===== src/rtl/wb_sched_pkg.sv =====
// Shared types for the Wishbone round-robin scheduler: FSM states, CTI codes, grant encoding.
package wb_sched_pkg;

  localparam int NUM_M = 4;
  localparam int IDX_W = 2;

  typedef enum logic [1:0] {IDLE, BUSY, ABORT, DRAIN} state_e;

  localparam logic [2:0] CTI_CLASSIC = 3'b000;
  localparam logic [2:0] CTI_INCR    = 3'b010;
  localparam logic [2:0] CTI_EOB     = 3'b111;

  typedef struct packed {
    logic             vld;
    logic [IDX_W-1:0] idx;
  } grant_t;

  localparam grant_t GRANT_NONE = '0;

  function automatic grant_t grant_enc(input logic [IDX_W-1:0] idx);
    grant_t g;
    g.vld = 1'b1;
    g.idx = idx;
    return g;
  endfunction

endpackage


===== src/rtl/rr_pick.sv =====
// Rotating priority encoder: first requester after last_i (wrapping); last_i itself ranks lowest.
module rr_pick (
  input  logic [3:0] req_i,
  input  logic [1:0] last_i,
  output logic       vld_o,
  output logic [1:0] idx_o
);

  logic [1:0] cand;

  // Walk from farthest to nearest so the nearest requester wins.
  always_comb begin
    vld_o = |req_i;
    idx_o = last_i;
    cand  = last_i;
    for (int i = 4; i >= 1; i--) begin
      cand = last_i + 2'(i);
      if (req_i[cand]) idx_o = cand;
    end
  end

endmodule


===== src/rtl/wb_rr_sched.sv =====
// Four-master round-robin Wishbone scheduler: registered grant held for the owner's whole cycle,
// zero-dead-cycle handover, and a stalled-slave watchdog that aborts the owner with err.
module wb_rr_sched
  import wb_sched_pkg::*;
#(
  parameter int              c_DATA_WIDTH = 64,
  parameter int              NUM_M        = wb_sched_pkg::NUM_M,
  parameter int              TO_W         = 12,
  parameter logic [TO_W-1:0] TIMEOUT      = 12'd2048,
  localparam int             SEL_W        = c_DATA_WIDTH / 8
) (
  input  logic                      clk,
  input  logic                      rstn,
  input  logic [NUM_M-1:0]          m_en_i,
  input  logic [NUM_M-1:0]          m_cyc_i,
  input  logic [NUM_M-1:0]          m_stb_i,
  input  logic [NUM_M-1:0]          m_we_i,
  input  logic [32*NUM_M-1:0]       m_adr_i,
  input  logic [NUM_M*c_DATA_WIDTH-1:0] m_dat_i,
  input  logic [NUM_M*SEL_W-1:0]    m_sel_i,
  input  logic [3*NUM_M-1:0]        m_cti_i,
  output logic [c_DATA_WIDTH-1:0]   m_dat_o,
  output logic [NUM_M-1:0]          m_ack_o,
  output logic [NUM_M-1:0]          m_err_o,
  output logic [NUM_M-1:0]          m_rty_o,
  output logic                      s_cyc_o,
  output logic                      s_stb_o,
  output logic                      s_we_o,
  output logic [31:0]               s_adr_o,
  output logic [c_DATA_WIDTH-1:0]   s_dat_o,
  output logic [SEL_W-1:0]          s_sel_o,
  output logic [2:0]                s_cti_o,
  input  logic [c_DATA_WIDTH-1:0]   s_dat_i,
  input  logic                      s_ack_i,
  input  logic                      s_err_i,
  input  logic                      s_rty_i,
  output logic [2:0]                grant_o,
  output logic                      timeout_o
);

  state_e          state_q;
  grant_t          gnt_q;
  logic [1:0]      last_q;
  logic [TO_W-1:0] wd_q;
  logic [TO_W-1:0] wd_d;

  logic [1:0]       g;
  logic [NUM_M-1:0] g_oh;
  logic [NUM_M-1:0] req;
  logic [NUM_M-1:0] pk_req;
  logic [1:0]       pk_last;
  logic             pk_vld;
  logic [1:0]       pk_idx;
  logic             busy;
  logic             stall;
  logic             to_hit;

  assign g    = gnt_q.idx;
  assign g_oh = {{(NUM_M-1){1'b0}}, 1'b1} << g;
  assign req  = m_cyc_i & m_en_i;

  // While someone owns the bus, the owner is masked so it cannot win its own release.
  assign pk_req  = (state_q == IDLE) ? req : (req & ~g_oh);
  assign pk_last = (state_q == IDLE) ? last_q : g;

  rr_pick u_pick (
    .req_i  (pk_req),
    .last_i (pk_last),
    .vld_o  (pk_vld),
    .idx_o  (pk_idx)
  );

  assign busy    = (state_q == BUSY);
  assign s_cyc_o = busy & m_cyc_i[g];
  assign s_stb_o = busy & m_cyc_i[g] & m_stb_i[g];
  assign s_we_o  = m_we_i[g];
  assign s_adr_o = m_adr_i[32*g +: 32];
  assign s_dat_o = m_dat_i[c_DATA_WIDTH*g +: c_DATA_WIDTH];
  assign s_sel_o = m_sel_i[SEL_W*g +: SEL_W];
  assign s_cti_o = m_cti_i[3*g +: 3];

  assign m_dat_o   = s_dat_i;
  assign m_ack_o   = busy ? (g_oh & {NUM_M{s_ack_i}}) : '0;
  assign m_rty_o   = busy ? (g_oh & {NUM_M{s_rty_i}}) : '0;
  assign m_err_o   = busy ? (g_oh & {NUM_M{s_err_i}}) : ((state_q == ABORT) ? g_oh : '0);
  assign timeout_o = (state_q == ABORT);
  assign grant_o   = gnt_q;

  // Any termination in the would-be timeout cycle clears stall and so cancels the abort.
  assign stall  = s_stb_o & ~(s_ack_i | s_err_i | s_rty_i);
  assign wd_d   = stall ? (wd_q + TO_W'(1)) : '0;
  assign to_hit = (TIMEOUT != '0) && stall && (wd_d == (TIMEOUT - TO_W'(1)));

  always_ff @(posedge clk) begin
    if (!rstn) begin
      state_q <= IDLE;
      gnt_q   <= GRANT_NONE;
      last_q  <= 2'd3;
      wd_q    <= '0;
    end else begin
      case (state_q)
        IDLE: begin
          if (pk_vld) begin
            state_q <= BUSY;
            gnt_q   <= grant_enc(pk_idx);
          end
        end
        BUSY, DRAIN: begin
          if (!m_cyc_i[g]) begin
            last_q <= g;
            wd_q   <= '0;
            if (pk_vld) begin
              state_q <= BUSY;
              gnt_q   <= grant_enc(pk_idx);
            end else begin
              state_q <= IDLE;
              gnt_q   <= GRANT_NONE;
            end
          end else if (state_q == BUSY) begin
            if (to_hit) begin
              state_q <= ABORT;
              wd_q    <= '0;
            end else begin
              wd_q <= wd_d;
            end
          end
        end
        ABORT:   state_q <= DRAIN;
        default: state_q <= IDLE;
      endcase
    end
  end

endmodule


===== config.mk =====
export PLATFORM = sky130hd
export DESIGN_NAME = wb_rr_sched
export DESIGN_NICKNAME = d
export VERILOG_FILES = /design/src/rtl/wb_sched_pkg.sv /design/src/rtl/rr_pick.sv /design/src/rtl/wb_rr_sched.sv
export SDC_FILE = /design/constraint.sdc
export NUM_CORES = 1
export LEC_CHECK = 0
export BUFFER_PORTS_ARGS = -buffer_cell sky130_fd_sc_hd__buf_4
export CAP_MARGIN = 20
export CORE_AREA = 2 2 273 275
export DETAILED_ROUTE_END_ITERATION = 12
export DIE_AREA = 0 0 275 277
export SLEW_MARGIN = 20
export SYNTH_ARGS = -nofsm -noshare
export SYNTH_HDL_FRONTEND = slang
export SYNTH_SLANG_ARGS = --single-unit
export TNS_END_PERCENT = 30

===== constraint.sdc =====
create_clock -name clk -period 2.2 [get_ports clk]
set_input_delay 0.11 -clock clk [delete_from_list [all_inputs] [get_ports clk]]
set_output_delay 0.11 -clock clk [all_outputs]
set_load 0.01 [all_outputs]

==> results.toml <==
[grt]
grt_pass1_wl_mm = 64.9
grt_max_degree = 58
antenna_found_initial = 49
overflow = 0
grt_usage = 0.133
grt_pass1_vias = 6034

[floorplan]
dieArea_mm2 = 0.0762
row_count = 100
die_w_um = 275
die_h_um = 277
io_pins = 703
fp.coreArea_mm2 = 0.0736
initial_core_util = 0.0598

[flow_run]
drv_cap = 0

[clock_network]
clk_pin_slew_worst_paths_ps = 60
cts-root-buf = "clkbuf_16"
htree_levels = 1
cts_buffers = 3
cts_sinks = 19
postCtsSetupRepairBufs = 0
cts_tree = "yes"
cts_buffer_depth = 2
clock_latency_ps = 250

[detailed_routing]
wl_per_cell_um = 29.5
drt_iter0_markers = 272
remaining_drc_errors = 0
wl_mm = 54.2
via_per_inst = 3.25
dr.pass1.iters = 4
antenna_left = 0
via_count = 5968

[synth]
yosysSeqAreaShare = 0.0864
async_flop_share = 0
syn_nets = 884
yosysWarnings = 0
synth_ff_type = "dfxtp_1"
synthDistinctLibCells = 47
synth-seq-cells = 19
synthCells = 370
synth_area_mm2 = 0.00440
synth-edff-count = 0
avgSynthCellArea_um2 = 11.9

[placed_design]
dp.cells = 1828
dp_slack_ps = 124
post_dp_cell_area_mm2 = 0.00944
dpl.hpwl_mm = 49.7
gp_congestion = 0.883
portBuffers = 574

[timing]
period_share = 0.980
slew_headroom = 0.641
grt_setup_unrepaired = "yes"
fin_ws_ps = 44.3
final-max-slew-violation-count = 0
fmax_mhz = 464
fin_worst_skew_ps = 2.78
setup-tns-final_ps = 0
hold_viol_final = 0
finalCriticalPeriod_ps = 2160
worst_pin_slew_ps = 539
setup_viol = 0

[setup_path]
max_stage_delay_ps = 630
rrSetupSlack_ps = 160
arrival_ps = 2050
path_buf_inv = 2
crit_path_start_kind = "register"
cpLargestDelayFamily = "multiplexers"
rr_startpoint = "wd_q[0]"
crit_start = "g[0]"
crit_fanout = 56
cp.required_ps = 2090
crit_type = "register to output pin"
endpoint_kind = "output pin"
cpMaxStageDelayCell = "mux4_2"
crit_chain = "buf_16, mux4_2, buf_6"

[cells_and_area]
stdcell_area_mm2 = 0.00976
stdcell_count = 1839
area_growth_pct = 122
drive_above_1_share = 0.823
multiInputGateArea_mm2 = 0.00340
nNetsFinal = 1378
fillers = 8448
regArea_um2 = 388

[power]
vdd_ir_drop_max_mv = 0.810
p_per_area_mw_per_mm2 = 513
total_power_mw = 5.00
leakagePower_nw = 4.07

[status]
status = "finished, final reports clean"

[worst_hold_path]
min-delay-start = "rstn"
hp-class = "primary input to register"
[sequential cells by signal, indices dropped and copies added (netlist names)]
signal,flops
last_q,2
wd_q,12
g,2
grant_o,1
state_q,2
[Yosys cell counts, types with 3 or more instances]
master    count  area, µm²
o21ai_1       9       45.0
xor2_1        4       35.0
buf_4        66        495
clkbuf_1     10       37.5
inv_1         3       11.3
a21oi_1      12       60.1
nand2b_1      4       25.0
o21ai_0       3       15.0
nand2_1      19       71.3
nor2b_1       5       31.3
nor3_1        4       20.0
a22o_1        6       52.6
o311a_1       3       30.0
nor4_1        3       18.8
buf_2        14       70.1
buf_1         6       22.5
nand3_1       6       30.0
mux2i_1       3       30.0
and3_1        3       18.8
mux4_2      110       2480
a21o_1        4       30.0
nor2_1       21       78.8
dfxtp_1      19        380
[cell type report]
type / count / area share
antenna: 7 / 0.00179
clock buffer: 3 / 0.00769
clock inverter: 1 / 0.000513
inverter: 3 / 0.00115
multi-input combinational: 252 / 0.348
sequential: 19 / 0.0397
tap: 969 / 0.124
timing repair buffer: 585 / 0.477
[worst register-to-register path: stages (launching register included)]
cell and delay [ps]:
dfxtp_1 430, ha_1 260, nand3_1 200, nor2_4 200, xor2_2 210, a31oi_1 130
and2_1 260, a22o_1 250
[power breakdown]
part / internal, mW / switching (mW)
sequential: 0.365 / 0.0483
combinational: 2.24 / 1.97
clock: 0.244 / 0.142
[cell usage in the layout, fill, tap and decap left out, drive strengths merged, types with 4 or more instances in the layout]
| master | count |
|---|---|
| buf | 585 |
| mux4 | 110 |
| nor2 | 21 |
| nand2 | 19 |
| dfxtp | 19 |
| a21oi | 12 |
| o21ai | 12 |
| diode | 7 |
| nand3 | 7 |
| a22o | 6 |
| nor2b | 5 |
| nor3 | 5 |
| nand2b | 4 |
| a21o | 4 |
| xor2 | 4 |
| nor3b | 4 |
[cells by family (layout without fill, tap and decap cells)]
logic type / after synthesis / after routing / share of synthesized area
DFF: 19 / 19 / 0.0864
buffers and inverters: 99 / 592 / 0.145
adders and majority gates: 1 / 1 / 0.00284
muxes: 113 / 113 / 0.570
and+or+nand+nor: 81 / 81 / 0.100
AOI/OAI and AO/OA: 51 / 51 / 0.0842
other: 0 / 7 / 0
xor gates and xnor gates: 6 / 6 / 0.0119
[metrics by stage]
stage,util,hold WS (ps)
after floorplan,-,292
after detailed placement,0.128,220
after CTS,0.130,101
after global placement,0.128,220
after global routing,0.133,110
final,0.133,97.0
[worst paths after layout]
path | depth (start not counted) | to
setup / recovery | 3 | s_sel_o[5]
hold / removal | 2 | last_q[1]
setup reg to reg | 7 | wd_q[9]
hold reg to reg | 2 | last_q[1]
[per-layer routing]
layer	global-route usage	up-vias	wire length, µm
li1	-	2460	-
met1	0.145	2822	18900
met2	0.217	565	24900
met3	0.0863	99	9360
met4	0.0252	22	942
met5	0	-	139
[what timing repair did]
item	CTS	global route
hold buffers	0	0
setup endpoints to repair	7	64
gates resized for setup	3	54
(Power assumes the default switching activity.)
